**src/rtl/i2s_tx_fifo_ser.sv**
```systemverilog
// rtl/i2s_tx_fifo_ser.sv - I2S transmit FIFO with master/slave frame serialiser
//
// Purpose: buffers DATA_W-bit samples and shifts them out as I2S (Philips) or
// left-justified frames. Frames are fetched atomically at the left-slot start,
// so stereo words always leave as an L/R pair. A frame with too few queued
// words is sent as zeros and flagged. All logic is in the wclk domain.
//
// Ports:
//   wclk, rst            clock, synchronous active-high reset
//   wen, din             write request and sample word (LSB-aligned to the slot)
//   enable               transmit enable, acted on at frame boundaries
//   master               1 = generate sck_o/ws_o, 0 = follow sck_i/ws_i
//   stereo               1 = L/R word pair per frame, 0 = one word in both slots
//   standard             00 Philips, 01 left-justified, 1x Philips
//   frame_size           0 = DATA_W/2-bit slots, 1 = DATA_W-bit slots
//   sck_i, ws_i          asynchronous slave bit clock and word select
//   underrun_clr         clears the sticky underrun and overflow flags
//   sck_o, ws_o, sd_o    bit clock (master), word select, serial data MSB first
//   full, empty, level   registered FIFO occupancy
//   underrun, overflow   sticky error flags
//   underrun_cnt         saturating zero-filled frame count
//
// Optional feature: define I2S_TX_UNDERRUN_CNT_EN to build the underrun_cnt
// counter; otherwise underrun_cnt is tied to zero.

module i2s_tx_fifo_ser #(
    parameter int DATA_W  = 32,
    parameter int DEPTH   = 8,
    parameter int CLK_DIV = 4
) (
    input  logic                   wclk,
    input  logic                   rst,
    input  logic                   wen,
    input  logic [DATA_W-1:0]      din,
    input  logic                   enable,
    input  logic                   master,
    input  logic                   stereo,
    input  logic [1:0]             standard,
    input  logic                   frame_size,
    input  logic                   sck_i,
    input  logic                   ws_i,
    input  logic                   underrun_clr,
    output logic                   sck_o,
    output logic                   ws_o,
    output logic                   sd_o,
    output logic                   full,
    output logic                   empty,
    output logic [$clog2(DEPTH):0] level,
    output logic                   underrun,
    output logic                   overflow,
    output logic [15:0]            underrun_cnt
);

    localparam int AW = $clog2(DEPTH);
    localparam int LW = AW + 1;
    localparam int BW = $clog2(DATA_W);
    localparam int SW = BW + 1;
    localparam int DW = $clog2(CLK_DIV);
    localparam logic [SW-1:0] S_FULL = SW'(DATA_W);
    localparam logic [SW-1:0] S_HALF = SW'(DATA_W / 2);

    typedef enum logic {IDLE = 1'b0, RUN = 1'b1} state_t;

    state_t state, state_n;

    // FIFO storage and pointers
    logic [DATA_W-1:0] mem [DEPTH];
    logic [AW-1:0]     wptr, rptr, rptr_p1;
    logic [LW-1:0]     level_n;
    logic              wr;
    logic [1:0]        pop_n;

    // Bit clock divider and slave synchronisers
    logic [DW-1:0] div;
    logic          div_tc;
    logic          sck_meta, sck_sync, sck_prev;
    logic          ws_meta, ws_sync, ws_last;
    logic          sck_fall, ws_fall, ws_rise, shift_ev;

    // Serialiser state
    logic              ch, ch_n;
    logic [BW-1:0]     bcnt, bcnt_n;
    logic [DATA_W-1:0] word0, word1, word0_n, word1_n;
    logic              lj_prev;
    logic              cfg_master, cfg_philips, cfg_fs;
    logic              fs_n, philips_n;
    logic [SW-1:0]     s_cur, s_n;
    logic [BW-1:0]     idx;
    logic              last_bit, sd_lj;

    // Control strobes from the FSM
    logic frame_start, force_zero, jump_right, advance, go_idle, upd_out;
    logic fetch_ok, underrun_evt;

    assign wr       = wen && !full;
    assign rptr_p1  = rptr + AW'(1);
    assign level_n  = level + LW'(wr) - LW'(pop_n);
    assign div_tc   = (div == DW'(CLK_DIV - 1));
    assign sck_fall = sck_prev && !sck_sync;
    // ws_last holds ws as seen at the previous slave bit-clock fall, so edges
    // are judged per bit slot rather than per wclk cycle.
    assign ws_fall  = ws_last && !ws_sync;
    assign ws_rise  = !ws_last && ws_sync;
    assign shift_ev = cfg_master ? (div_tc && sck_o) : sck_fall;
    assign s_cur    = cfg_fs ? S_FULL : S_HALF;
    assign last_bit = ({1'b0, bcnt} == s_cur - SW'(1));

    always_ff @(posedge wclk) begin
        if (rst) begin
            state <= IDLE;
        end else begin
            state <= state_n;
        end
    end

    always_comb begin
        state_n     = state;
        frame_start = 1'b0;
        force_zero  = 1'b0;
        jump_right  = 1'b0;
        advance     = 1'b0;
        go_idle     = 1'b0;
        upd_out     = 1'b0;
        case (state)
            IDLE: begin
                if (enable && (master || (sck_fall && ws_fall))) begin
                    frame_start = 1'b1;
                    upd_out     = 1'b1;
                    state_n     = RUN;
                end
            end
            RUN: begin
                if (shift_ev) begin
                    upd_out = 1'b1;
                    if (!cfg_master && ws_fall && !(ch && last_bit)) begin
                        // Left-slot start seen early: realign, zero this frame.
                        frame_start = 1'b1;
                        force_zero  = 1'b1;
                    end else if (!cfg_master && ws_rise && !(!ch && last_bit)) begin
                        jump_right = 1'b1;
                    end else if (ch && last_bit) begin
                        if (enable) begin
                            frame_start = 1'b1;
                        end else begin
                            go_idle = 1'b1;
                            state_n = IDLE;
                        end
                    end else begin
                        advance = 1'b1;
                    end
                end
            end
            default: state_n = IDLE;
        endcase
    end

    // Frame fetch, next bit position and the left-justified data bit.
    // Philips output is this same stream delayed by one shift event.
    always_comb begin
        fetch_ok     = frame_start && !force_zero &&
                       (stereo ? (level >= LW'(2)) : (level != '0));
        pop_n        = fetch_ok ? (stereo ? 2'd2 : 2'd1) : 2'd0;
        underrun_evt = (frame_start && !fetch_ok) || jump_right;
        word0_n      = word0;
        word1_n      = word1;
        ch_n         = ch;
        bcnt_n       = bcnt;
        fs_n         = cfg_fs;
        philips_n    = cfg_philips;
        if (frame_start) begin
            word0_n   = fetch_ok ? mem[rptr] : '0;
            word1_n   = fetch_ok ? (stereo ? mem[rptr_p1] : mem[rptr]) : '0;
            ch_n      = 1'b0;
            bcnt_n    = '0;
            fs_n      = frame_size;
            philips_n = (standard != 2'b01);
        end else if (jump_right) begin
            word1_n = '0;
            ch_n    = 1'b1;
            bcnt_n  = '0;
        end else if (advance) begin
            if (last_bit) begin
                ch_n   = 1'b1;
                bcnt_n = '0;
            end else begin
                bcnt_n = bcnt + BW'(1);
            end
        end else if (go_idle) begin
            ch_n   = 1'b0;
            bcnt_n = '0;
        end
        s_n   = fs_n ? S_FULL : S_HALF;
        idx   = BW'(s_n - SW'(1)) - bcnt_n;
        sd_lj = ch_n ? word1_n[idx] : word0_n[idx];
    end

    always_ff @(posedge wclk) begin
        if (rst) begin
            ch          <= 1'b0;
            bcnt        <= '0;
            word0       <= '0;
            word1       <= '0;
            lj_prev     <= 1'b0;
            sd_o        <= 1'b0;
            ws_o        <= 1'b0;
            cfg_master  <= 1'b0;
            cfg_philips <= 1'b0;
            cfg_fs      <= 1'b0;
        end else begin
            ch    <= ch_n;
            bcnt  <= bcnt_n;
            word0 <= word0_n;
            word1 <= word1_n;
            if (frame_start) begin
                cfg_master  <= master;
                cfg_philips <= philips_n;
                cfg_fs      <= frame_size;
            end
            if (go_idle) begin
                sd_o    <= 1'b0;
                ws_o    <= 1'b0;
                lj_prev <= 1'b0;
            end else if (upd_out) begin
                sd_o    <= philips_n ? lj_prev : sd_lj;
                ws_o    <= ch_n;
                lj_prev <= sd_lj;
            end
        end
    end

    // Divider runs only while transmitting as master; it rests at 0 with
    // sck_o low so the first rise comes a full half-period after start.
    always_ff @(posedge wclk) begin
        if (rst) begin
            div   <= '0;
            sck_o <= 1'b0;
        end else if (state == RUN && cfg_master) begin
            if (div_tc) begin
                div   <= '0;
                sck_o <= ~sck_o;
            end else begin
                div <= div + DW'(1);
            end
        end else begin
            div   <= '0;
            sck_o <= 1'b0;
        end
    end

    always_ff @(posedge wclk) begin
        if (rst) begin
            sck_meta <= 1'b0;
            sck_sync <= 1'b0;
            sck_prev <= 1'b0;
            ws_meta  <= 1'b0;
            ws_sync  <= 1'b0;
            ws_last  <= 1'b0;
        end else begin
            sck_meta <= sck_i;
            sck_sync <= sck_meta;
            sck_prev <= sck_sync;
            ws_meta  <= ws_i;
            ws_sync  <= ws_meta;
            if (sck_fall) begin
                ws_last <= ws_sync;
            end
        end
    end

    always_ff @(posedge wclk) begin
        if (wr) begin
            mem[wptr] <= din;
        end
    end

    always_ff @(posedge wclk) begin
        if (rst) begin
            wptr  <= '0;
            rptr  <= '0;
            level <= '0;
            full  <= 1'b0;
            empty <= 1'b1;
        end else begin
            if (wr) begin
                wptr <= wptr + AW'(1);
            end
            rptr  <= rptr + AW'(pop_n);
            level <= level_n;
            full  <= (level_n == LW'(DEPTH));
            empty <= (level_n == '0);
        end
    end

    // Sticky flags: a new error in the clearing cycle wins.
    always_ff @(posedge wclk) begin
        if (rst) begin
            overflow <= 1'b0;
            underrun <= 1'b0;
        end else begin
            if (wen && full) begin
                overflow <= 1'b1;
            end else if (underrun_clr) begin
                overflow <= 1'b0;
            end
            if (underrun_evt) begin
                underrun <= 1'b1;
            end else if (underrun_clr) begin
                underrun <= 1'b0;
            end
        end
    end

`ifdef I2S_TX_UNDERRUN_CNT_EN
    logic [15:0] ucnt;

    always_ff @(posedge wclk) begin
        if (rst) begin
            ucnt <= '0;
        end else if (underrun_evt && ucnt != 16'hFFFF) begin
            ucnt <= ucnt + 16'd1;
        end
    end

    assign underrun_cnt = ucnt;
`else
    assign underrun_cnt = '0;
`endif

endmodule

```
**config.mk**
```make
export PLATFORM = sky130hd
export DESIGN_NAME = i2s_tx_fifo_ser
export DESIGN_NICKNAME = d
export VERILOG_FILES = /design/src/rtl/i2s_tx_fifo_ser.sv
export SDC_FILE = /design/constraint.sdc
export NUM_CORES = 1
export LEC_CHECK = 0
export BUFFER_PORTS_ARGS = -buffer_cell sky130_fd_sc_hd__buf_2
export CAP_MARGIN = 5
export CORE_UTILIZATION = 62
export CTS_CLUSTER_DIAMETER = 120
export DETAILED_ROUTE_END_ITERATION = 12
export HOLD_SLACK_MARGIN = 0.05
export MAX_ROUTING_LAYER = met4
export PLACE_DENSITY = 0.8
export SKIP_CTS_REPAIR_TIMING = 1
export SLEW_MARGIN = 15
export SYNTH_ARGS = -nofsm -noshare
export SYNTH_HDL_FRONTEND = slang
export SYNTH_SLANG_ARGS = --single-unit
```
**constraint.sdc**
```tcl
create_clock -name wclk -period 4.6 [get_ports wclk]
set_input_delay 0.23 -clock wclk [delete_from_list [all_inputs] [get_ports wclk]]
set_output_delay 0.23 -clock wclk [all_outputs]
set_load 0.05 [all_outputs]
```
==> metrics.md, run 1 <==
| Metric | Value |
|---|---|
| FFs w/ async S/R, synth | `0%` |
| Gr ovfl total | `0` |
| # diodes | `0` |
| WP buf/inv | `2` |
| Period utilisation layout | `89.4%` |
| Area grow syn2layout | `12.7%` |
| Logic gate share of total power | `a little over a fifth` |
| Initial Utilization | `62.9%` |
| First-pass GRT wire length | `approximately 62000 um` |
| Syn Inst Count | `1189` |
| CP Cell Sequence | `ha_1, nand3_1, o311ai_2, buf_4, o211a_2, buf_4, nand2_1, nor2_1, mux2i_1, a2111oi_0, o31ai_1, nor3b_1, o21a_1` |
| 1st-iter DRT viols | `1143` |
| Area after DPL | `0.0175 mm^2` |
| Root Driver | `clkbuf_16` |
| Clk pwr share | `roughly a third` |
| Antenna Nets Post-Route | `0` |
| WS Path Type | `flip-flop to flip-flop` |
| Max Fclk | `between 0.2 and 0.25 GHz` |
| Largest cells by area after synthesis | `edfxtp_1 45%, mux4_2 15%, dfxtp_1 12%` |
| Routed length per instance | `24.9 um` |
| CP max stage cell | `nor2_1` |
| Number of buffers created by CTS | `37` |
| Min Tclk post-route | `4.11 ns` |
| Worst-Skew Late Latency | `0.53 ns` |
| Vias | `between 10000 and 15000` |
| Total wire length | `40600 um` |
| Vert. Die Dim | `around 170 um` |
| WL met3 | `2970 um` |
| Main synth FF type | `edfxtp_1` |
| Dominant cell type by area after synthesis | `edfxtp_1` |
| Top layer in use | `met4` |
| Max-slew violation count | `0` |
| Die Width | `167 um` |
| Syn. warnings | `0` |
| CTS max path bufs | `3` |
| Total track usage | `a little under a third` |
| Cell area power density | `458 mW/mm^2` |
| Top cell type's share of synthesized area | `45.4%` |
| Synthesized area | `0.0169 mm^2` |
| Slew HR | `23.4%` |
| # IOs | `71` |
| Tightest hold margin | `about 0.086 ns` |
| Initial antenna violation count | `0` |
| Status | `finished clean` |
| CP delay by family, top | `simple AND/OR/NAND/NOR gates` |
| Total of max-cap violations | `0` |
| Register area share after synthesis | `between 50% and 60%` |
| Mean post-synth cell area | `14.2 um^2` |
| Critical Path Sink Type | `flip-flop` |
| Layout cells sized above 1 | `24.0%` |
| Skew final | `0.0310 ns` |
| H-tree depth | `2` |
| Cell area after layout | `0.0191 mm^2` |
| Final setup vio count | `0` |
| Layout Utilization | `approximately 70%` |
| Switch share | `27.9%` |
| Layout net count | `1321` |
| Row cnt | `60` |
| Non-Filler Instances | `1635` |
| Hpwl dp | `25900 um` |
| Worst path max stage delay | `approximately 0.7 ns` |
| Seq pwr share | `44.3%` |
| Crit start category | `flip-flop` |
| NetSw | `around 2400 uW` |
| Cells after DPL | `1530` |
| DIE AREA | `0.0280 mm^2` |
| Core area | `0.0269 mm^2` |
| Clock sinks | `356` |
| P_leak | `0.00619 uW` |
| DRC Markers | `0` |
| Drt via density | `about 6.7` |
| GP Congestion | `1.08` |
| Clk pin slew, worst setup/hold paths | `0.06 ns` |
| Worst min path class | `input port to flip-flop` |
| Crit path DAT | `approximately 4.6 ns` |
| WL met1 | `~17000 um` |
| Distinct cells, synth | `80` |
| Most frequent CP cell | `buf_4` |
| Worst vdd ir | `335 uV` |
| Pin count of the biggest net entering global routing | `between 80 and 90` |
| DRT Pass-1 Iters | `5` |
| Crit Path Max Fanout | `23` |
| FF+latch count, synth | `356` |
| CTS tree | `yes` |
| RSZ-0062 raised after global routing | `no` |
| Port bufs | `54` |
| Post-synth EDFFs | `approximately 260` |
| Setup slack, reg-to-reg | `0.49 ns` |
| Post-Route Setup TNS | `0 ns` |
| Worst-Margin Slew | `1.15 ns` |
| Met2 WL post-DR | `between 15000 and 20000 um` |
| Vias in the first global route | `10441` |
| WP data required | `5.05 ns` |
| Int Power | `6290 uW` |
| Endpoints failing hold | `0` |
-- flip-flops by register name, summed over array words and instances, names as in the netlist, 2 cells and up --
name / cells
rptr: 3
bcnt: 5
word0: 32
mem: 256
word1: 32
wptr: 3
level: 4
div: 2
-- power groups by stage --
| stage | clock (uW) | sequential (uW) | combinational, uW |
|---|---|---|---|
| 6_report | 2940 | 3870 | 1910 |
| 5_1_grt | 3110 | 3890 | 2050 |
| 4_1_cts | 2960 | 3870 | 1890 |
| 3_5_place_dp | 0 | 3930 | 1870 |
| 3_3_place_gp | 0 | 3910 | 1840 |
| 2_1_floorplan | 0 | 3980 | 1290 |
-- cells by family after synthesis --
group                      after synthesis  synth area share [%]
DFF                                    356                  57.3
and+or+nand+nor                        255                  7.40
AOI/OAI and AO/OA                      230                  9.49
muxes                                  204                  20.5
buffers and inverters                  120                  3.65
xor gates and xnor gates                12                 0.710
adders and majority gates               11                 0.902
other                                    1                0.0222
-- worst min-delay path, stage by stage --
cell and delay [ns]:
buf_2 0.09, nand2b_1 0.12, a31oi_1 0.09
-- per-layer routing --
layer	vias to the layer above	global-route usage, %
met5	-	-
met4	0	9.81
met3	77	4.75
met2	511	46.4
met1	5502	42.2
li1	4851	-
-- cell usage in the layout (no fill, tap or decap), types with 8 or more instances in the layout --
master and instances:
buf_4 33, clkbuf_1 11, nor2_1 84, dfxtp_1 97
a31oi_1 16, mux2_2 26, clkbuf_16 39, a211oi_1 13
dlygate4sd3_1 38, a221oi_1 12, edfxtp_1 256, a21oi_1 48
buf_2 54, nor2b_1 11, a22oi_1 39, conb_1 16
o211ai_1 16, nand2_1 60, inv_1 16, ha_1 8
mux4_2 112, mux2i_1 66, and2_1 13, nor3_1 20
o21ai_0 29
-- worst paths after layout --
check	start	to	cells past startpoint
min reg2reg	div[0]	div[0]	1
min	underrun_clr	underrun	3
max reg2reg	bcnt[0]	sd_o	13
max	bcnt[0]	sd_o	13
-- area by class of cell --
class	count	area (um^2)
Clock buffer	53	1040
Clock inverter	14	150
Multi-Input combinational cell	728	6750
Inverter	16	60.1
Timing Repair Buffer	127	938
Sequential cell	356	9700
Fill cell	1737	7810
Tap cell	341	427
-- metrics by stage --
| stage | power [uW] | setup WS, ns |
|---|---|---|
| 5_1_grt | 9050 | 0.156 |
| 3_3_place_gp | 5750 | 0.536 |
| 6_report | 8730 | 0.488 |
| 4_1_cts | 8720 | 0.553 |
| 3_5_place_dp | 5800 | 0.605 |
| 2_1_floorplan | 5270 | 0.842 |
-- synth_stat cells, types with 5 or more instances --
cell type	n
a211oi_1	13
buf_4	28
a22oi_1	39
or3_1	6
buf_2	26
xnor2_1	6
ha_1	9
a2111oi_0	6
buf_1	17
mux2i_1	66
o21ai_0	29
nand2b_1	7
a21oi_1	48
mux2_2	26
nor2_1	90
o211ai_1	16
edfxtp_1	256
nor4_1	6
dfxtp_1	100
mux4_2	112
nor2b_1	11
nor3_1	22
nand3b_1	5
a221oi_1	12
o22ai_1	5
and2_1	14
clkbuf_1	29
inv_1	16
nand2_1	60
a31oi_1	16
Note: power is estimated with default switching activity, not from simulation.
==> run 2, diff against run 1 <==
--- a/config.mk
+++ b/config.mk
@@ -5,11 +5,11 @@
 export SDC_FILE = /design/constraint.sdc
 export NUM_CORES = 1
 export LEC_CHECK = 0
-export BUFFER_PORTS_ARGS = -buffer_cell sky130_fd_sc_hd__buf_2
 export CAP_MARGIN = 5
-export CORE_UTILIZATION = 62
+export CORE_UTILIZATION = 64
 export CTS_CLUSTER_DIAMETER = 120
 export DETAILED_ROUTE_END_ITERATION = 12
+export DONT_BUFFER_PORTS = 1
 export HOLD_SLACK_MARGIN = 0.05
 export MAX_ROUTING_LAYER = met4
 export PLACE_DENSITY = 0.8
==> constraint.sdc (replaced) <==
create_clock -name wclk -period 4.6 [get_ports wclk]
set_input_delay 0.92 -clock wclk [delete_from_list [all_inputs] [get_ports wclk]]
set_output_delay 0.92 -clock wclk [all_outputs]
set_load 0.05 [all_outputs]
==> run 2 against run 1 <==
  * Highest routed layer unchanged
  * Sequential power up 3%
  * Via count down 2.5%
  * Register-to-register slack better by 0.14 ns
  * Power down 0.74%
  * Core utilization up 0.17 points
  * Clock skew down 0.018 ns
  * Global-route usage up 1.9 points
  * Worst hold slack better by 0.36 ns
  * Worst setup slack better by 0.14 ns
  * Count of clock-buffer cells in the layout up 3
  * Clock power about the same
  * Wire length up 1.1%
==> metrics.md, run 2 (synthesis results as in run 1) <==
| Metric | Value |
|---|---|
| Crit Reg-Reg Startpoint | `bcnt[0]` |
| Worst-Skew Late Latency | `roughly 0.54 ns` |
| Most flop-heavy register | `mem` |
| # IOs | `just over 70` |
| Clock sinks | `356` |
| Worst path max stage delay | `0.68 ns` |
| Initial Utilization | `65.1%` |
| Reg2reg path depth | `13` |
| Critical Path Sink Type | `flip-flop` |
| Vert. Die Dim | `165 um` |
| WP buf/inv | `1` |
| Switch share | `28.0%` |
| Hpwl dp | `roughly 26000 um` |
| GP Congestion | `roughly 0.97` |
| Antenna Nets Post-Route | `0` |
| Pin count of the biggest net entering global routing | `90` |
| Int Power | `6240 uW` |
| Worst Min Path Start | `div[0]` |
| Crit path DAT | `4.41 ns` |
| Row cnt | `59` |
| Logic gate share of total power | `just under 20%` |
| Worst-Margin Slew | `0.949 ns` |
| P_leak | `0.00582 uW` |
| CP Cell Sequence | `ha_1, and3_1, nand4_1, o21ai_1, nand2_1, or3_1, nand2_1, ha_1, inv_1, fa_1, xor2_1, and3b_1, and2_1` |
| Routed length per instance | `26.6 um` |
| Total of max-cap violations | `0` |
| Final setup vio count | `0` |
| Crit start category | `flip-flop` |
| DRC Markers | `0` |
| Commonest non-fill, non-tap cell in the layout | `edfxtp_1` |
| Skew final | `0.0133 ns` |
| Port bufs | `0` |
| CP Depth | `13` |
| Status | `finished clean` |
| CTS tree | `yes` |
| Clk pwr share | `34.3%` |
| Max-slew violation count | `0` |
| Commonest non-fill, non-tap cells in the layout | `256 x edfxtp_1, 112 x mux4_2, 97 x dfxtp_1` |
| Vias | `about 11000` |
| Period utilisation layout | `between 80% and 90%` |
| Initial antenna violation count | `1` |
| CP delay by family, top | `simple AND/OR/NAND/NOR gates` |
| Gr ovfl total | `0` |
| NetSw | `2420 uW` |
| Hold depth | `1` |
| DIE AREA | `0.0271 mm^2` |
| Min Tclk post-route | `3.97 ns` |
| H-tree depth | `2` |
| Core area | `around 0.026 mm^2` |
| Seq pwr share | `45.9%` |
| 1st-iter DRT viols | `992` |
| Endpoints failing hold | `0` |
| DRT Pass-1 Iters | `5` |
| Max reg flops | `256` |
| Number of buffers created by CTS | `38` |
| PnR Total Power | `8660 uW` |
| Slew HR | `roughly a third` |
| RSZ-0062 raised after global routing | `no` |
| Total wire length | `41100 um` |
| Crit Path Max Fanout | `9` |
| WP data required | `5.03 ns` |
| Layout cells sized above 1 | `21.8%` |
| Layout net count | `1234` |
| Drt via density | `6.91` |
| Setup slack, reg-to-reg | `0.63 ns` |
| Clk pin slew, worst setup/hold paths | `0.06 ns` |
| First-pass GRT wire length | `62100 um` |
| Hold path endpoint | `div[0]` |
| Worst vdd ir | `446 uV` |
| Root Driver | `clkbuf_16` |
| CTS max path bufs | `3` |
| Worst min path class | `flip-flop to flip-flop` |
| Post-Route Setup TNS | `0 ns` |
| Cell area power density | `~470 mW/mm^2` |
| Vias in the first global route | `10703` |
| Layout fillers | `1651` |
| R2r endpoint | `full` |
| Max Fclk | `0.252 GHz` |
| Total track usage | `about 32%` |
| Regs by FF count | `mem: 256 flops, word0: 32 flops, word1: 32 flops` |
| Area grow syn2layout | `9.21%` |
| Die Width | `165 um` |
| CP max stage cell | `o21ai_1` |
| WS Path Type | `flip-flop to flip-flop` |
-- run 2: cell types whose count changed in the layout (fill, tap and decap cells not counted), sizes merged --
cell,delta
clkinv,-5
bufinv,-1
diode,+1
clkinvlp,+2
clkbuf,+3
inv,+4
buf,-50
dlygate4sd3,-38
-- run 2: through the flow --
stage | std cells | setup WS, ns | util (%) | hold WS [ns] | instance area [um^2]
global route | 1545 | 0.327 | 71.1 | 0.452 | 18500
global placement | 1474 | 0.663 | 66.4 | 0.410 | 17300
finish | 1545 | 0.628 | 71.1 | 0.445 | 18500
detailed placement | 1474 | 0.658 | 66.4 | 0.429 | 17300
floorplan | 1204 | 0.524 | - | 0.406 | 17000
CTS | 1544 | 0.645 | 71.1 | 0.447 | 18500
-- run 2: worst max-delay path by stage --
stage / endpoint / from
2_1_floorplan: mem[0][0] / wen
3_3_place_gp: empty / bcnt[0]
3_5_place_dp: full / bcnt[0]
4_1_cts: full / bcnt[0]
5_1_grt: empty / bcnt[0]
6_report: full / bcnt[0]
-- run 2: area by class of cell --
class                           count  area (um^2)  share of cell area [%]
Sequential cell                   356         9700                    52.5
Multi-Input combinational cell    728         6750                    36.5
Clock buffer                       56         1070                    5.80
Tap cell                          335          419                    2.27
Timing Repair Buffer               39          330                    1.79
Clock inverter                     14          148                   0.799
Inverter                           16         60.1                   0.325
Antenna cell                        1         2.50                  0.0135
-- run 2: metal layers --
| layer | global-route usage (%) | routed length [um] |
|---|---|---|
| met1 | 42.6 | 16400 |
| met3 | 5.88 | 3370 |
| met5 | - | 0 |
| met4 | 10.3 | 1220 |
| met2 | 50.9 | 20100 |
-- run 2: power by group through the flow --
stage / Clock (uW) / Sequential, uW / Combinational, uW
floorplan: 0 / 3980 / 1290
global placement: 0 / 4010 / 1670
detailed placement: 0 / 4040 / 1700
CTS: 2990 / 3970 / 1710
global route: 3110 / 4000 / 1840
finish: 2970 / 3980 / 1710
==> run 3, diff against run 2 <==
--- a/config.mk
+++ b/config.mk
@@ -5,14 +5,15 @@
 export SDC_FILE = /design/constraint.sdc
 export NUM_CORES = 1
 export LEC_CHECK = 0
+export BUFFER_PORTS_ARGS = -buffer_cell sky130_fd_sc_hd__buf_2
 export CAP_MARGIN = 5
 export CORE_UTILIZATION = 64
+export CTS_BUF_LIST = sky130_fd_sc_hd__clkbuf_2 sky130_fd_sc_hd__clkbuf_4 sky130_fd_sc_hd__clkbuf_8
 export CTS_CLUSTER_DIAMETER = 120
 export DETAILED_ROUTE_END_ITERATION = 12
-export DONT_BUFFER_PORTS = 1
 export HOLD_SLACK_MARGIN = 0.05
 export MAX_ROUTING_LAYER = met4
-export PLACE_DENSITY = 0.8
+export PLACE_DENSITY = 0.82
 export SKIP_CTS_REPAIR_TIMING = 1
 export SLEW_MARGIN = 15
 export SYNTH_ARGS = -nofsm -noshare
==> run 3 against run 2 <==
  * Wire length down 2.0%
  * Design area increased by 1.0%
  * Sequential cell count unchanged
  * Die area unchanged
  * Power shrank 3.0%
  * Sequential share of layout area is 0.53 points lower
  * Largest cell class unchanged
==> metrics.md, run 3 (synthesis results as in run 1) <==
| Metric | Value |
|---|---|
| Crit start category | `flip-flop` |
| Post-Route Setup TNS | `0 ns` |
| Crit Path Max Fanout | `12` |
| WP data required | `approximately 5.1 ns` |
| Critical Path Sink Type | `flip-flop` |
| Min Tclk post-route | `~4.1 ns` |
| Slew HR | `approximately 28%` |
| GP Congestion | `0.991` |
| Hpwl dp | `26400 um` |
| PnR Total Power | `8400 uW` |
| Initial Utilization | `65.1%` |
| Total of max-cap violations | `0` |
| Regs by FF count | `mem: 256 flops, word0: 32 flops, word1: 32 flops` |
| # diodes | `0` |
| Period utilisation layout | `88.3%` |
| Row cnt | `59` |
| Launch point of the critical path | `bcnt[0]` |
| Commonest non-fill, non-tap cells in the layout | `256 x edfxtp_1, 112 x mux4_2, 97 x dfxtp_1` |
| Total wire length | `40300 um` |
| Die Width | `165 um` |
| First-pass GRT wire length | `61700 um` |
| Max-slew violation count | `0` |
| Most flop-heavy register | `mem` |
| Endpoints failing hold | `0` |
| H-tree depth | `2` |
| DRC Markers | `0` |
| Cell area after layout | `0.0187 mm^2` |
| Vert. Die Dim | `about 160 um` |
| Antenna Nets Post-Route | `0` |
| Total track usage | `31.7%` |
| Area grow syn2layout | `10.3%` |
| Tightest hold margin | `0.447 ns` |
| Layout Utilization | `between 70% and 80%` |
| CTS tree | `yes` |
| Clock sinks | `356` |
| Vias in the first global route | `10801` |
| # IOs | `71` |
| Final setup vio count | `0` |
| Clk pin slew, worst setup/hold paths | `0.06 ns` |
| Worst vdd ir | `406 uV` |
| Worst-Margin Slew | `between 1 and 1.5 ns` |
| Vias | `around 11000` |
| Number of buffers created by CTS | `between 50 and 60` |
| Layout cells sized above 1 | `28.0%` |
| DIE AREA | `0.0271 mm^2` |
| Reg2reg path depth | `12` |
| Crit Reg-Reg Startpoint | `bcnt[0]` |
| Crit path DAT | `approximately 4.5 ns` |
| Status | `finished clean` |
| Core area | `around 0.026 mm^2` |
| Max reg flops | `256` |
| Gr ovfl total | `0` |
| Pin count of the biggest net entering global routing | `69` |
| Root Driver | `clkbuf_8` |
| RSZ-0062 raised after global routing | `no` |
| Initial antenna violation count | `0` |
| Area after DPL | `~0.018 mm^2` |
| Routed length per instance | `24.7 um` |
| Worst min path class | `flip-flop to flip-flop` |
| Drt via density | `6.70` |
| Port bufs | `54` |
| DRT Pass-1 Iters | `5` |
| Hold depth | `1` |
| Commonest non-fill, non-tap cell in the layout | `edfxtp_1` |
| CTS max path bufs | `3` |
| Worst-Skew Late Latency | `0.59 ns` |
| Layout net count | `between 1000 and 1500` |
| Worst Min Path Start | `div[0]` |
| 1st-iter DRT viols | `1211` |
| Max Fclk | `0.246 GHz` |
| Layout fillers | `between 1500 and 2000` |
| WS Path Type | `flip-flop to flip-flop` |
| Cell area power density | `450 mW/mm^2` |
| Skew final | `about 0.021 ns` |
| P_leak | `a little over 0.006 uW` |
## run 3: critical path, cell delays in order, from the launching register on
cell      delay, ns
dfxtp_1        0.39
ha_1           0.26
and3_1         0.25
a21oi_1        0.46
nand2_1        0.20
o22ai_2        0.60
nand2_4        0.19
mux2_2         0.31
a211oi_1       0.35
o41ai_1        0.13
o31ai_1        0.48
o21ai_0        0.15
and2_1         0.17
## run 3: routing by layer
metal	part of all wire (%)	global-route usage, %
met1	40	42.0
met2	48	49.5
met5	0	-
met4	3.6	12.5
met3	8.3	5.22
## run 3: stage by stage
| stage | std cells | setup slack [ns] |
|---|---|---|
| after global placement | 1533 | 0.589 |
| after CTS | 1633 | 0.586 |
| after detailed placement | 1533 | 0.470 |
| after global routing | 1633 | 0.292 |
| after floorplan | 1204 | 0.524 |
| final | 1633 | 0.540 |
## run 3: cell type report
cell class	count	area, um^2	area share, %
Timing Repair Buffer	98	626	3.35
Sequential cell	356	9700	52.0
Clock buffer	87	1050	5.61
Clock inverter	13	68.8	0.369
Tap cell	335	419	2.25
Multi-Input combinational cell	728	6750	36.1
Inverter	16	60.1	0.322
## run 3: where the power goes
group          switching, uW  internal, uW
clock network           1180          1440
logic                   1100           804
registers                138          3740
## run 3: path summary, 6_finish.rpt
path,end,slack (ns)
setup reg to reg,lj_prev,0.54
hold / removal,div[0],0.45
hold reg to reg,div[0],0.45
setup / recovery,lj_prev,0.54
